## config.mk

```make
export PLATFORM = sky130hd
export DESIGN_NAME = float_div_flat
export DESIGN_NICKNAME = d
export VERILOG_FILES = /design/src/rtl/float_div_if.sv /design/src/rtl/float_div.sv /design/src/flat_wrapper.sv
export SDC_FILE = /design/constraint.sdc
export NUM_CORES = 1
export LEC_CHECK = 0
export BUFFER_PORTS_ARGS = -buffer_cell sky130_fd_sc_hd__buf_2
export CAP_MARGIN = 5
export CORE_MARGIN = 5
export CORE_UTILIZATION = 53
export DETAILED_ROUTE_END_ITERATION = 10
export GPL_TIMING_DRIVEN = 0
export PLACE_DENSITY = 0.77
export SKIP_CTS_REPAIR_TIMING = 1
export SLEW_MARGIN = 5
export SYNTH_ARGS = -nofsm -noshare
export SYNTH_HDL_FRONTEND = slang
export SYNTH_SLANG_ARGS = --single-unit
export TNS_END_PERCENT = 50
```

## constraint.sdc

```tcl
create_clock -name clk -period 2.8 [get_ports clk]
set_clock_uncertainty 0.1 [all_clocks]
set_input_delay 0.42 -clock clk [delete_from_list [all_inputs] [get_ports clk]]
set_output_delay 0.42 -clock clk [all_outputs]
set_load 0.005 [all_outputs]
```

## src/rtl/float_div_if.sv

```systemverilog
// Operand/result handshake bundle for float_div: valid/ready in, valid/ready out.
interface float_div_if #(
    parameter int unsigned Width = 32
);
    logic             in_valid;
    logic             in_ready;
    logic [Width-1:0] a;
    logic [Width-1:0] b;
    logic             out_valid;
    logic             out_ready;
    logic [Width-1:0] c;
    logic             div_by_zero;

    modport master (
        output in_valid, a, b, out_ready,
        input  in_ready, out_valid, c, div_by_zero
    );

    modport slave (
        input  in_valid, a, b, out_ready,
        output in_ready, out_valid, c, div_by_zero
    );
endinterface

```

## src/rtl/float_div.sv

```systemverilog
// Sequential single-precision divider c = a / b, one quotient bit per cycle (restoring).
// Define FLOAT_DIV_ROUND_EN for round-to-nearest-even (one extra CALC cycle); default truncates.
module float_div #(
    parameter int unsigned E     = 8,
    parameter int unsigned M     = 23,
    parameter int unsigned Width = 1 + E + M
) (
    input logic       clk,
    input logic       rst_n,
    float_div_if.slave bus
);

    localparam int unsigned EW = E + 2;
    localparam int unsigned RW = M + 2;
    localparam int unsigned MH = M + 1;
`ifdef FLOAT_DIV_ROUND_EN
    localparam int unsigned NIter = M + 3;
`else
    localparam int unsigned NIter = M + 2;
`endif
    localparam int unsigned QW     = NIter;
    localparam int unsigned CW     = $clog2(NIter + 1);
    localparam int unsigned Bias   = (1 << (E - 1)) - 1;
    localparam int unsigned ExpMax = (1 << E) - 1;

    localparam logic [1:0] IDLE = 2'd0;
    localparam logic [1:0] CALC = 2'd1;
    localparam logic [1:0] NORM = 2'd2;
    localparam logic [1:0] DONE = 2'd3;

    localparam logic [Width-1:0] QNan = {1'b0, {E{1'b1}}, 1'b1, {(M-1){1'b0}}};

    logic [1:0]       state_q, state_d;
    logic [CW-1:0]    cnt_q, cnt_d;
    logic [RW-1:0]    rem_q, rem_d;
    logic [QW-1:0]    q_q, q_d;
    logic [MH-1:0]    bm_q, bm_d;
    logic [EW-1:0]    ediff_q, ediff_d;
    logic             cs_q, cs_d;
    logic [Width-1:0] c_q, c_d;
    logic             dbz_q, dbz_d;
    logic             out_valid_q, out_valid_d;
    logic             in_ready_q, in_ready_d;

    logic             a_s, b_s;
    logic [E-1:0]     a_e, b_e;
    logic [M-1:0]     a_m, b_m;
    logic             a_max, b_max, a_zero, b_zero;

    logic [M-1:0]     mant;
    logic [EW-1:0]    exp_n;
`ifdef FLOAT_DIV_ROUND_EN
    logic             guard;
    logic             sticky;
    logic [MH-1:0]    mant_r;
`endif

    assign {a_s, a_e, a_m} = bus.a;
    assign {b_s, b_e, b_m} = bus.b;
    assign a_max  = &a_e;
    assign b_max  = &b_e;
    assign a_zero = (a_e == '0);
    assign b_zero = (b_e == '0);

    // Next-state and registered-output logic
    always_comb begin
        state_d     = state_q;
        cnt_d       = cnt_q;
        rem_d       = rem_q;
        q_d         = q_q;
        bm_d        = bm_q;
        ediff_d     = ediff_q;
        cs_d        = cs_q;
        c_d         = c_q;
        dbz_d       = dbz_q;
        out_valid_d = out_valid_q;
        in_ready_d  = in_ready_q;
        mant        = '0;
        exp_n       = '0;
`ifdef FLOAT_DIV_ROUND_EN
        guard       = 1'b0;
        sticky      = 1'b0;
        mant_r      = '0;
`endif

        case (state_q)
            IDLE: begin
                if (bus.in_valid && in_ready_q) begin
                    cs_d       = a_s ^ b_s;
                    ediff_d    = EW'(a_e) - EW'(b_e) + EW'(Bias);
                    bm_d       = {1'b1, b_m};
                    rem_d      = RW'({1'b1, a_m});
                    q_d        = '0;
                    cnt_d      = '0;
                    in_ready_d = 1'b0;
                    state_d    = CALC;
                    // Specials bypass the iteration and are ready on the next cycle
                    if (a_max || b_max) begin
                        state_d     = DONE;
                        out_valid_d = 1'b1;
                        c_d         = QNan;
                        dbz_d       = 1'b0;
                    end else if (b_zero) begin
                        state_d     = DONE;
                        out_valid_d = 1'b1;
                        c_d         = a_zero ? QNan : {a_s ^ b_s, {E{1'b1}}, {M{1'b0}}};
                        dbz_d       = 1'b1;
                    end else if (a_zero) begin
                        state_d     = DONE;
                        out_valid_d = 1'b1;
                        c_d         = {a_s ^ b_s, {(E+M){1'b0}}};
                        dbz_d       = 1'b0;
                    end
                end
            end

            CALC: begin
                if (rem_q >= RW'(bm_q)) begin
                    q_d   = {q_q[QW-2:0], 1'b1};
                    rem_d = RW'((rem_q - RW'(bm_q)) << 1);
                end else begin
                    q_d   = {q_q[QW-2:0], 1'b0};
                    rem_d = RW'(rem_q << 1);
                end
                cnt_d = cnt_q + CW'(1);
                if (cnt_q == CW'(NIter - 1)) begin
                    state_d = NORM;
                end
            end

            NORM: begin
`ifdef FLOAT_DIV_ROUND_EN
                if (q_q[QW-1]) begin
                    mant   = q_q[QW-2:2];
                    guard  = q_q[1];
                    sticky = q_q[0] | (rem_q != '0);
                    exp_n  = ediff_q;
                end else begin
                    mant   = q_q[QW-3:1];
                    guard  = q_q[0];
                    sticky = (rem_q != '0);
                    exp_n  = ediff_q - EW'(1);
                end
                // Nearest-even; a carry out of the fraction bumps the exponent
                mant_r = {1'b0, mant} + MH'(guard & (sticky | mant[0]));
                if (mant_r[M]) begin
                    exp_n = exp_n + EW'(1);
                end
                mant = mant_r[M-1:0];
`else
                if (q_q[QW-1]) begin
                    mant  = q_q[QW-2:1];
                    exp_n = ediff_q;
                end else begin
                    mant  = q_q[QW-3:0];
                    exp_n = ediff_q - EW'(1);
                end
`endif
                if (!exp_n[EW-1] && (exp_n >= EW'(ExpMax))) begin
                    c_d = {cs_q, {E{1'b1}}, {M{1'b0}}};
                end else if (exp_n[EW-1] || (exp_n == '0)) begin
                    c_d = {cs_q, {(E+M){1'b0}}};
                end else begin
                    c_d = {cs_q, exp_n[E-1:0], mant};
                end
                dbz_d       = 1'b0;
                out_valid_d = 1'b1;
                state_d     = DONE;
            end

            DONE: begin
                if (bus.out_ready) begin
                    out_valid_d = 1'b0;
                    in_ready_d  = 1'b1;
                    state_d     = IDLE;
                end
            end

            default: begin
                out_valid_d = 1'b0;
                in_ready_d  = 1'b1;
                state_d     = IDLE;
            end
        endcase
    end

    // State and datapath registers
    always_ff @(posedge clk or negedge rst_n) begin
        if (!rst_n) begin
            state_q     <= IDLE;
            cnt_q       <= '0;
            rem_q       <= '0;
            q_q         <= '0;
            bm_q        <= '0;
            ediff_q     <= '0;
            cs_q        <= 1'b0;
            c_q         <= '0;
            dbz_q       <= 1'b0;
            out_valid_q <= 1'b0;
            in_ready_q  <= 1'b1;
        end else begin
            state_q     <= state_d;
            cnt_q       <= cnt_d;
            rem_q       <= rem_d;
            q_q         <= q_d;
            bm_q        <= bm_d;
            ediff_q     <= ediff_d;
            cs_q        <= cs_d;
            c_q         <= c_d;
            dbz_q       <= dbz_d;
            out_valid_q <= out_valid_d;
            in_ready_q  <= in_ready_d;
        end
    end

    assign bus.in_ready    = in_ready_q;
    assign bus.out_valid   = out_valid_q;
    assign bus.c           = c_q;
    assign bus.div_by_zero = dbz_q;

endmodule

```

## src/flat_wrapper.sv

```systemverilog
// flat-port wrapper written by rule: the top's interface ports become plain ports
module float_div_flat 
#(
    parameter int unsigned E     = 8,
    parameter int unsigned M     = 23,
    parameter int unsigned Width = 1 + E + M
)
  (clk, rst_n, bus_in_valid, bus_a, bus_b, bus_out_ready, bus_in_ready, bus_out_valid, bus_c, bus_div_by_zero);
  float_div_if #(.Width(Width)) bus_i ();
  input logic clk;
  input logic rst_n;
  input wire logic [$bits(bus_i.in_valid)-1:0] bus_in_valid;
  input wire logic [$bits(bus_i.a)-1:0] bus_a;
  input wire logic [$bits(bus_i.b)-1:0] bus_b;
  input wire logic [$bits(bus_i.out_ready)-1:0] bus_out_ready;
  output wire logic [$bits(bus_i.in_ready)-1:0] bus_in_ready;
  output wire logic [$bits(bus_i.out_valid)-1:0] bus_out_valid;
  output wire logic [$bits(bus_i.c)-1:0] bus_c;
  output wire logic [$bits(bus_i.div_by_zero)-1:0] bus_div_by_zero;
  assign bus_i.in_valid = bus_in_valid;
  assign bus_i.a = bus_a;
  assign bus_i.b = bus_b;
  assign bus_i.out_ready = bus_out_ready;
  assign bus_in_ready = bus_i.in_ready;
  assign bus_out_valid = bus_i.out_valid;
  assign bus_c = bus_i.c;
  assign bus_div_by_zero = bus_i.div_by_zero;
  float_div #(.E(E), .M(M), .Width(Width)) u_core (.clk(clk), .rst_n(rst_n), .bus(bus_i));
endmodule
```

## Yosys cells after proc, flatten, opt, wreduce, memory -nomap -nowiden

Cells that the tools add are included.

- Add/sub/neg operators: 5
- $lt $le $gt $ge: 2
- Eq/ne operators: 8
- Muxes and demuxes: 40
- Reductions and logical operators: 21
- Bitwise operators: 1

Operators by type and width:

| cell | count |
|---|---|
| two-way mux 32 bit | 5 |
| case mux 25 bit (2 select lines) | 2 |
| two-way mux 25 bit | 3 |
| case mux 32 bit (2 select lines) | 1 |
| two-way mux 31 bit | 2 |
| greater-or-equal comparator 25 x 24 -> 1 bit | 1 |
| subtractor 24 bit | 1 |
| two-way mux 23 bit | 1 |
| two-way mux 10 bit | 2 |
| zero test 8 bit | 2 |
| AND reduction 8 bit | 2 |
| two-way mux 1 bit | 12 |
| two-way mux 2 bit | 6 |
| adder 10 x 7 -> 10 bit (second input constant) | 1 |
| greater-or-equal comparator 10 x 8 -> 1 bit (second input constant) | 1 |
| zero test 10 bit | 1 |
| case mux 5 bit (2 select lines) | 1 |
| subtractor 10 x 1 -> 10 bit (second input constant) | 1 |
| AND reduction 3 bit | 3 |
| subtractor 8 x 8 -> 9 bit | 1 |
| case mux 2 bit (4 select lines) | 1 |
| nonzero test 2 bit | 3 |
| adder 5 x 1 -> 5 bit (second input constant) | 1 |
| == test 5 bit (second input constant) | 1 |
| other kinds (16) | 22 |

- Input port bits: 68
- Logic and storage cells: 88
- Output and inout bits: 35
- Bits in registers: 127

## Longest topological paths before layout

Gate-level depths: netlist of the first run.

- Depth in word-level cells: 8
- Mapped depth: 12
- Mapped depth without buffers: 12

## Least setup slack after synthesis of the first run

No wires, ideal clock.

- Path kind: reg2reg
- Start: register u_core.rem_q[3]
- End: register u_core.rem_q[2]
- Buffers on the path: 1
- Path slack: -0.108 ns
- Cell stages (with the launch flop): 11
- Setup time: 0.126 ns
- Arrival: 2.682 ns
- Clock period less this slack: 2.908 ns
- Required time: 2.574 ns
- Cells stage by stage: dfrtp_1 -> ha_1 -> a21oi_1 -> nor2b_1 -> o311a_1 -> or4_1 -> a21oi_2 -> or2_1 -> buf_4 -> o21ai_0 -> a221o_1

- Cells in the longest elaborated chain, start to end: 3

RTL lines:

| item | RTL line | text |
|---|---|---|
| from (decl) | float_div.sv:35 | `logic [RW-1:0] rem_q, rem_d;` |
| from (signal assigned) | float_div.sv:204 | `rem_q <= rem_d;` |
| greater-or-equal comparator 25 x 24 -> 1 bit | float_div.sv:118 | `if (rem_q >= RW'(bm_q)) begin` |
| two-way mux 25 bit | float_div.sv:118 |  |
| case mux 25 bit (2 select lines) | float_div.sv:86 | `case (state_q)` |

No other way between the ends.
A chain may end at the register's enable or synchronous reset.

## Worst setup path in the final report of the first run

- Start: register u_core.bm_q[1]
- End: register u_core.rem_q[23]

- Cells in the longest elaborated chain, start to end: 3
- Elaborated cells on any way between the ends: 4
- Those cells by class: add/sub: 1; order compare: 1; mux: 2

RTL lines:

| item | RTL line | text |
|---|---|---|
| from (decl) | float_div.sv:37 | `logic [MH-1:0] bm_q, bm_d;` |
| from (signal assigned) | float_div.sv:206 | `bm_q <= bm_d;` |
| subtractor 24 bit or greater-or-equal comparator 25 x 24 -> 1 bit (tied branches) | float_div.sv:120, float_div.sv:118 |  |
| two-way mux 25 bit * | float_div.sv:118 |  |
| case mux 25 bit (2 select lines) * | float_div.sv:86 |  |

Mark *: on every way between the ends. The rest lies on a longest branch, timed or not.

==> results of run 1 <==
==> logic make-up after synthesis <==
| kind of cell | after synthesis |
|---|---|
| XOR/XNOR | 40 |
| multiplexers | 60 |
| AO/OA/AOI/OAI | 233 |
| flip-flops | 127 |
| adder cells (fa/ha/maj) | 43 |
| buffers and inverters | 87 |
| AND/OR/NAND/NOR | 215 |
==> through the flow <==
step                      power (uW)  TNS [ns]
after floorplan                 2020  -0.00933
after global placement          2140    -70.60
after detailed placement        2140    -16.10
after CTS                       4340    -16.08
after global routing            4490     -4.01
final                           4350    -0.399
==> per-layer routing <==
metal | up-vias | global-route usage, %
met2 | 261 | 37.8
met4 | 0 | 9.84
met3 | 56 | 5.24
met5 | - | 0
li1 | 3207 | -
met1 | 3252 | 29.7
==> worst max-delay path, delay by kind of cell, from the launching register on <==
| family | cells | cell delay [ns] |
|---|---|---|
| compound gates | 5 | 1.21 |
| simple gates | 3 | 0.42 |
| buf+inv | 1 | 0.17 |
| fa+ha+maj | 1 | 0.42 |
| flops | 1 | 0.44 |
==> synth_stat cells, types with 15 or more instances <==
cell,instances,area share (%)
xnor2_1,25,2.9
mux2i_1,33,4.3
mux2_2,26,3.8
nand2_1,77,3.8
a22o_1,26,3.0
a21oi_1,47,3.1
xor2_1,15,1.7
o21ai_0,73,4.8
inv_1,54,2.7
nor2_1,47,2.3
clkbuf_1,21,1.0
dfrtp_1,126,41
ha_1,41,6.7
==> layout by cell type, fill, tap and decap left out, drive strengths merged, types with 7 or more instances in the layout <==
cell type  synthesis  layout
mux2              26      26
mux2i             34      34
ha                41      41
nor3              14      14
a211oi             8       8
inv               54      58
o21ai             74      74
a21oi             48      48
nand2             77      77
xor2              15      15
nor2              47      47
dfrtp            126     126
nand3             15      15
o22ai              9       9
buf               10     132
o21a              10      10
clkbuf            23      45
or3                9       9
a22o              26      26
o31ai             10      10
xnor2             25      25
a31oi              7       7
nand4              8       8
and3               9       9
a21o              14      14
==> flip-flops by register name (all words and copies together), names as in the netlist <==
register	cells
u_core.bus.div_by_zero	1
u_core.rem_q	25
u_core.cnt_q	5
u_core.ediff_q	10
u_core.bus.c	32
u_core.bus.in_ready	1
u_core.q_q	25
u_core.state_q	2
u_core.bm_q	24
u_core.bus.out_valid	1
u_core.cs_q	1
==> how the worst max path moves through the flow <==
stage	startpoint	endpoint	cells after the start
floorplan	bus_a[23]	u_core.ediff_q[8]$_DFFE_PN0P_	11
global placement	rst_n	u_core.rem_q[12]$_DFFE_PN0P_	1
detailed placement	u_core.bm_q[0]$_DFFE_PN0P_	u_core.rem_q[19]$_DFFE_PN0P_	10
CTS	u_core.bm_q[0]$_DFFE_PN0P_	u_core.rem_q[19]$_DFFE_PN0P_	10
global route	u_core.bm_q[1]$_DFFE_PN0P_	u_core.rem_q[23]$_DFFE_PN0P_	10
finish	u_core.bm_q[1]$_DFFE_PN0P_	u_core.rem_q[23]$_DFFE_PN0P_	10
==> final cells by class <==
| class | count | area, um2 | share of cell area, % |
|---|---|---|---|
| Clock inverter | 13 | 155 | 1.58 |
| Sequential cell | 127 | 3180 | 32.4 |
| Timing Repair Buffer | 126 | 761 | 7.74 |
| Buffer | 33 | 199 | 2.02 |
| Clock buffer | 19 | 433 | 4.40 |
| Tap cell | 180 | 225 | 2.29 |
| Multi-Input combinational cell | 591 | 4670 | 47.5 |
| Inverter | 54 | 205 | 2.09 |
==> power by group <==
part | internal (uW) | switching (uW) | total [uW]
Combinational | 123 | 162 | 286
Sequential | 1840 | 4.84 | 1850
Clock | 1330 | 892 | 2220
==> flow_summary_export.csv, run 1 <==
group,metric,value,unit
worst_hold_path,hold_start,"bus_b[3]",
worst_setup_path,worstPathRequired,3.05,ns
placement,placed_cell_area,8450,um2
detailed_routing,antenna_left,0,
global_route,grt_pass1_vias,6396,
final_layout,drive_gt1_share,31.5,%
final_layout,final_area,9830,um2
worst_setup_path,reg2reg_depth,10,
detailed_routing,wl_met2,10300,um
sta,finalHoldWorstSlack,0.117,ns
synth,synth-edff-count,0,
power_and_ir_drop,power_density,443,nW/um2
clock_tree,clockBufferDepth,2,
synth,syn-cell-area,7640,um2
final_layout,syn_to_final_growth,28.6,%
worst_setup_path,critPathArrivalTime,3.11,ns
detailed_routing,drc,0,
detailed_routing,dr.pass1.iters,6,
synth,post_synth_fa_ha_maj_area_fraction,7.23,%
outcome,violations,"setup timing",
synth,synth-seq-cells,127,
detailed_routing,drt_iter0_markers,417,
detailed_routing,top_layer,"met4",
power_and_ir_drop,power_leakage,0.00436,uW
sta,hold_violations,0,
detailed_routing,post_drt_wl_per_cell,18.1,um
clock_tree,cts_tree,"yes",
final_layout,diodes,0,
worst_setup_path,cp_slowest_cell,"a2111oi_4",
global_route,grt_max_degree,77,
clock_tree,clockRootBuffer,"clkbuf_16",
global_route,gr-usage-all-layers,23.2,%
synth,yosys.area_share.simple,13.9,%
sta,rsz0062_at_grt,"yes",
placement,dp_hpwl,13900,um
synth,ys_warn_count,0,
sta,max_slew.worst_pin.slew,0.707,ns
sta,setup_violations,8,
synth,synthXorXnorAreaFrac,4.58,%
worst_setup_path,reg2reg_from,"u_core.bm_q[1]$_DFFE_PN0P_",
worst_setup_path,worstPathMaxFanout,4,
final_layout,final_util,70.3,%
final_layout,instances_no_fill,1143,
placement,place_ws,-0.571,ns
synth,synth_top_family_by_area,"compound AO/OA/AOI/OAI gates",
placement,dp_cells,1088,
placement,gp_congestion,0.941,
floorplanning,die_height,130,um
detailed_routing,routed_wl,20700,um
worst_setup_path,r2r_setup_slack,-0.06,ns
detailed_routing,drt-met1-wl,8510,um
worst_setup_path,crit_type,"reg -> reg",
sta,max_clock_freq,0.349,GHz
global_route,grt_pass1_wl,31000,um
synth,syn_inst,805,
clock_tree,clk_pin_slew_worst_paths,0.06,ns
synth,syn_area_per_cell,9.50,um2
outcome,run_status,"finished, violations left",
clock_tree,worstSkewPairLatency,0.43,ns
clock_tree,h-tree-depth,4,
synth,dominantRegCellSynth,"dfrtp_1",
detailed_routing,dr_wl_met3,1300,um
floorplanning,fp.dieW,130,um
synth,ys_types,69,
worst_setup_path,crit_chain,"buf_4 -> fa_2 -> nor2b_4 -> o31ai_4 -> a2111oi_4 -> o221ai_2 -> a211oi_2 -> nor3_1 -> nand3b_1 -> a31oi_1",
placement,io_buffer_count,102,
synth,synth_compound_area_share,19.7,%
global_route,overflow,0,
power_and_ir_drop,peakVddDrop,0.389,mV
clock_tree,cts_sinks,127,
floorplanning,io_pins,103,
sta,drv_slew,0,
synth,synth.area.mux_share,8.33,%
floorplanning,rows,43,
sta,finalCriticalPeriod,2.86,ns
detailed_routing,viasPerCell,5.93,
worst_setup_path,critPathCaptureType,"flip-flop",
detailed_routing,vias,6776,
floorplanning,dieArea,16900,um2
global_route,antenna_found_initial,0,
sta,layout_setup_ws,-0.0620,ns
worst_hold_path,hold_path.class,"in -> reg",
job,maxCapViolations,0,
synth,synth_nets,916,
final_layout,fillers,1052,
worst_hold_path,hold_path_depth,2,
final_layout,final_nets,1061,
clock_tree,cts_buffers,17,
synth,synth-async-reset-ratio,100,%
floorplanning,start_util,54.7,%
worst_setup_path,cp-start-kind,"flip-flop",
synth,yosysSeqAreaShare,41.6,%
worst_setup_path,reg2reg_to,"u_core.rem_q[23]$_DFFE_PN0P_",
worst_setup_path,max_stage_delay,0.46,ns
sta,period_share,102,%
sta,slew_headroom,52.9,%
worst_hold_path,hold_end,"u_core.bm_q[3]$_DFFE_PN0P_",
floorplanning,core-area,14000,um2
Power figures use the tool's default switching activity.
==> run 2: changes to the inputs <==
--- a/config.mk
+++ b/config.mk
@@ -7,7 +7,7 @@
 export LEC_CHECK = 0
 export BUFFER_PORTS_ARGS = -buffer_cell sky130_fd_sc_hd__buf_2
 export CAP_MARGIN = 5
-export CORE_MARGIN = 5
+export CORE_MARGIN = 3
 export CORE_UTILIZATION = 53
 export DETAILED_ROUTE_END_ITERATION = 10
 export GPL_TIMING_DRIVEN = 0
==> constraint.sdc (replaced) <==
create_clock -name clk -period 2.8 [get_ports clk]
set_clock_uncertainty 0.1 [all_clocks]
set_input_delay 0.28 -clock clk [delete_from_list [all_inputs] [get_ports clk]]
set_output_delay 0.28 -clock clk [all_outputs]
set_load 0.005 [all_outputs]
==> run 2 against run 1 <==
Sequential cell count unchanged. Critical endpoint is now u_core.rem_q[17]$_DFFE_PN0P_. Die area down 6.1%. The run ends with hold timing, setup timing left. Sequential power about the same. Non-clock buffer count up 25. Combinational power up 6%. Design area up 1.1%. Power down 2.3%. Register-to-register slack worse by 0.16 ns. Critical path depth up 1. Largest power group unchanged.
==> flow_summary_export.csv, run 2 (synthesis results as in run 1) <==
group,metric,value,unit
detailed_routing,drt_iter0_markers,488,
worst_setup_path,crit_chain,"ha_1 -> a21oi_1 -> o31ai_1 -> a21o_1 -> or4_4 -> a21oi_4 -> nor2_4 -> buf_12 -> clkbuf_16 -> mux2i_1 -> a21oi_1",
floorplanning,rows,43,
worst_setup_path,worstPathRequired,2.99,ns
power_and_ir_drop,power_density,428,nW/um2
worst_setup_path,worstPathBufferInverterCount,2,
floorplanning,core-area,14000,um2
placement,gp_congestion,0.905,
detailed_routing,viasPerCell,5.92,
detailed_routing,antenna_left,0,
final_layout,layout_commonest_cell,"dfrtp_1",
global_route,antenna_found_initial,0,
floorplanning,io_pins,103,
sta,setup_violations,24,
worst_setup_path,worstPathMaxFanout,6,
sta,period_share,108,%
clock_tree,clockRootBuffer,"clkbuf_16",
sta,slew_headroom,52.5,%
sta,finalCriticalPeriod,3.02,ns
detailed_routing,post_drt_wl_per_cell,17.9,um
global_route,gr-usage-all-layers,24.3,%
placement,dp_cells,1088,
worst_setup_path,critPathArrivalTime,3.21,ns
clock_tree,clockBufferDepth,2,
power_and_ir_drop,power.total,4250,uW
detailed_routing,drc,0,
detailed_routing,dr.pass1.iters,6,
detailed_routing,routed_wl,20900,um
final_layout,drive_gt1_share,28.9,%
sta,layout_setup_ws,-0.223,ns
final_layout,instances_no_fill,1168,
placement,io_buffer_count,102,
worst_setup_path,critPathTopFamily,"compound AO/OA/AOI/OAI gates",
sta,drv_slew,0,
placement,place_ws,-0.466,ns
floorplanning,fp.dieW,126,um
clock_tree,worstSkewPairLatency,0.43,ns
sta,hold_violations,4,
clock_tree,h-tree-depth,4,
worst_setup_path,critPathCaptureType,"flip-flop",
final_layout,layout_common_cells,"dfrtp_1, buf_2, nand2_1",
global_route,grt_max_degree,78,
final_layout,final_nets,1086,
worst_setup_path,cp_slowest_cell,"or4_4",
global_route,grt_pass1_wl,31600,um
worst_setup_path,max_stage_delay,0.53,ns
final_layout,largest_reg_flops,32,
worst_hold_path,hold_path.class,"in -> reg",
final_layout,diodes,0,
floorplanning,start_util,54.7,%
clock_tree,cts_tree,"yes",
outcome,run_status,"finished, violations left",
clock_tree,cts_buffers,17,
clock_tree,clk_pin_slew_worst_paths,0.06,ns
floorplanning,dieArea,15900,um2
sta,max_clock_freq,0.331,GHz
floorplanning,die_height,126,um
worst_setup_path,crit_type,"reg -> reg",
power_and_ir_drop,peakVddDrop,0.417,mV
global_route,grt_pass1_vias,6597,
outcome,violations,"hold timing, setup timing",
sta,rsz0062_at_grt,"yes",
placement,dp_hpwl,13800,um
detailed_routing,vias,6918,
sta,finalHoldWorstSlack,-0.0152,ns
job,maxCapViolations,0,
clock_tree,cts_sinks,127,
final_layout,final_util,71.0,%
sta,max_slew.worst_pin.slew,0.712,ns
final_layout,syn_to_final_growth,30.0,%
worst_setup_path,cpMostUsedCell,"a21oi_1",
global_route,overflow,0,
worst_setup_path,cp-start-kind,"flip-flop",
power_and_ir_drop,power_leakage,0.00445,uW
run 2: path summary, 6_finish.rpt:
path / from / end / slack [ns] / cells after the start
max: u_core.rem_q[8]$_DFFE_PN0P_ / u_core.rem_q[17]$_DFFE_PN0P_ / -0.22 / 11
min: bus_b[0] / u_core.bm_q[0]$_DFFE_PN0P_ / -0.02 / 2
max reg2reg: u_core.rem_q[8]$_DFFE_PN0P_ / u_core.rem_q[17]$_DFFE_PN0P_ / -0.22 / 11
min reg2reg: u_core.bus.c[21]$_DFFE_PN0P_ / u_core.bus.c[21]$_DFFE_PN0P_ / 0.37 / 2
max in group asynchronous: rst_n / u_core.rem_q[13]$_DFFE_PN0P_ / 1.58 / 3
min in group asynchronous: rst_n / u_core.cs_q$_DFFE_PN0P_ / 0.26 / 2
run 2: area by class of cell:
cell class,count,area (um2)
multi-input cells,591,4550
flip-flops and latches,127,3180
fillers,1007,4050
repair buffers,151,1010
clock buffers,21,450
well taps,180,225
plain buffers,33,208
inverters,54,205
clock inverters,11,108
run 2: power by group:
part	total (uW)	internal, uW	switching (uW)
logic	304	139	165
clock network	2100	1250	850
registers	1850	1840	4.70
total	4250	3230	1020
run 2: stage by stage:
step | cell area, um2 | TNS [ns] | hold slack [ns]
after floorplan | 7680 | 0 | -0.116
after global routing | 9940 | -6.94 | -0.0165
after detailed placement | 8450 | -14.66 | 0.168
after global placement | 8420 | -51.39 | 0.338
after CTS | 9010 | -16.81 | -0.283
final | 9940 | -2.96 | -0.0152
run 2: layer usage:
layer | share of wire (%) | track usage [%] | up-vias | wire [um]
li1 | - | - | 3249 | -
met1 | 42 | 31.7 | 3366 | 8780
met2 | 50 | 40.6 | 245 | 10400
met3 | 5.5 | 5.09 | 58 | 1150
met4 | 2.7 | 7.82 | 0 | 563
met5 | 0 | 0 | - | 0
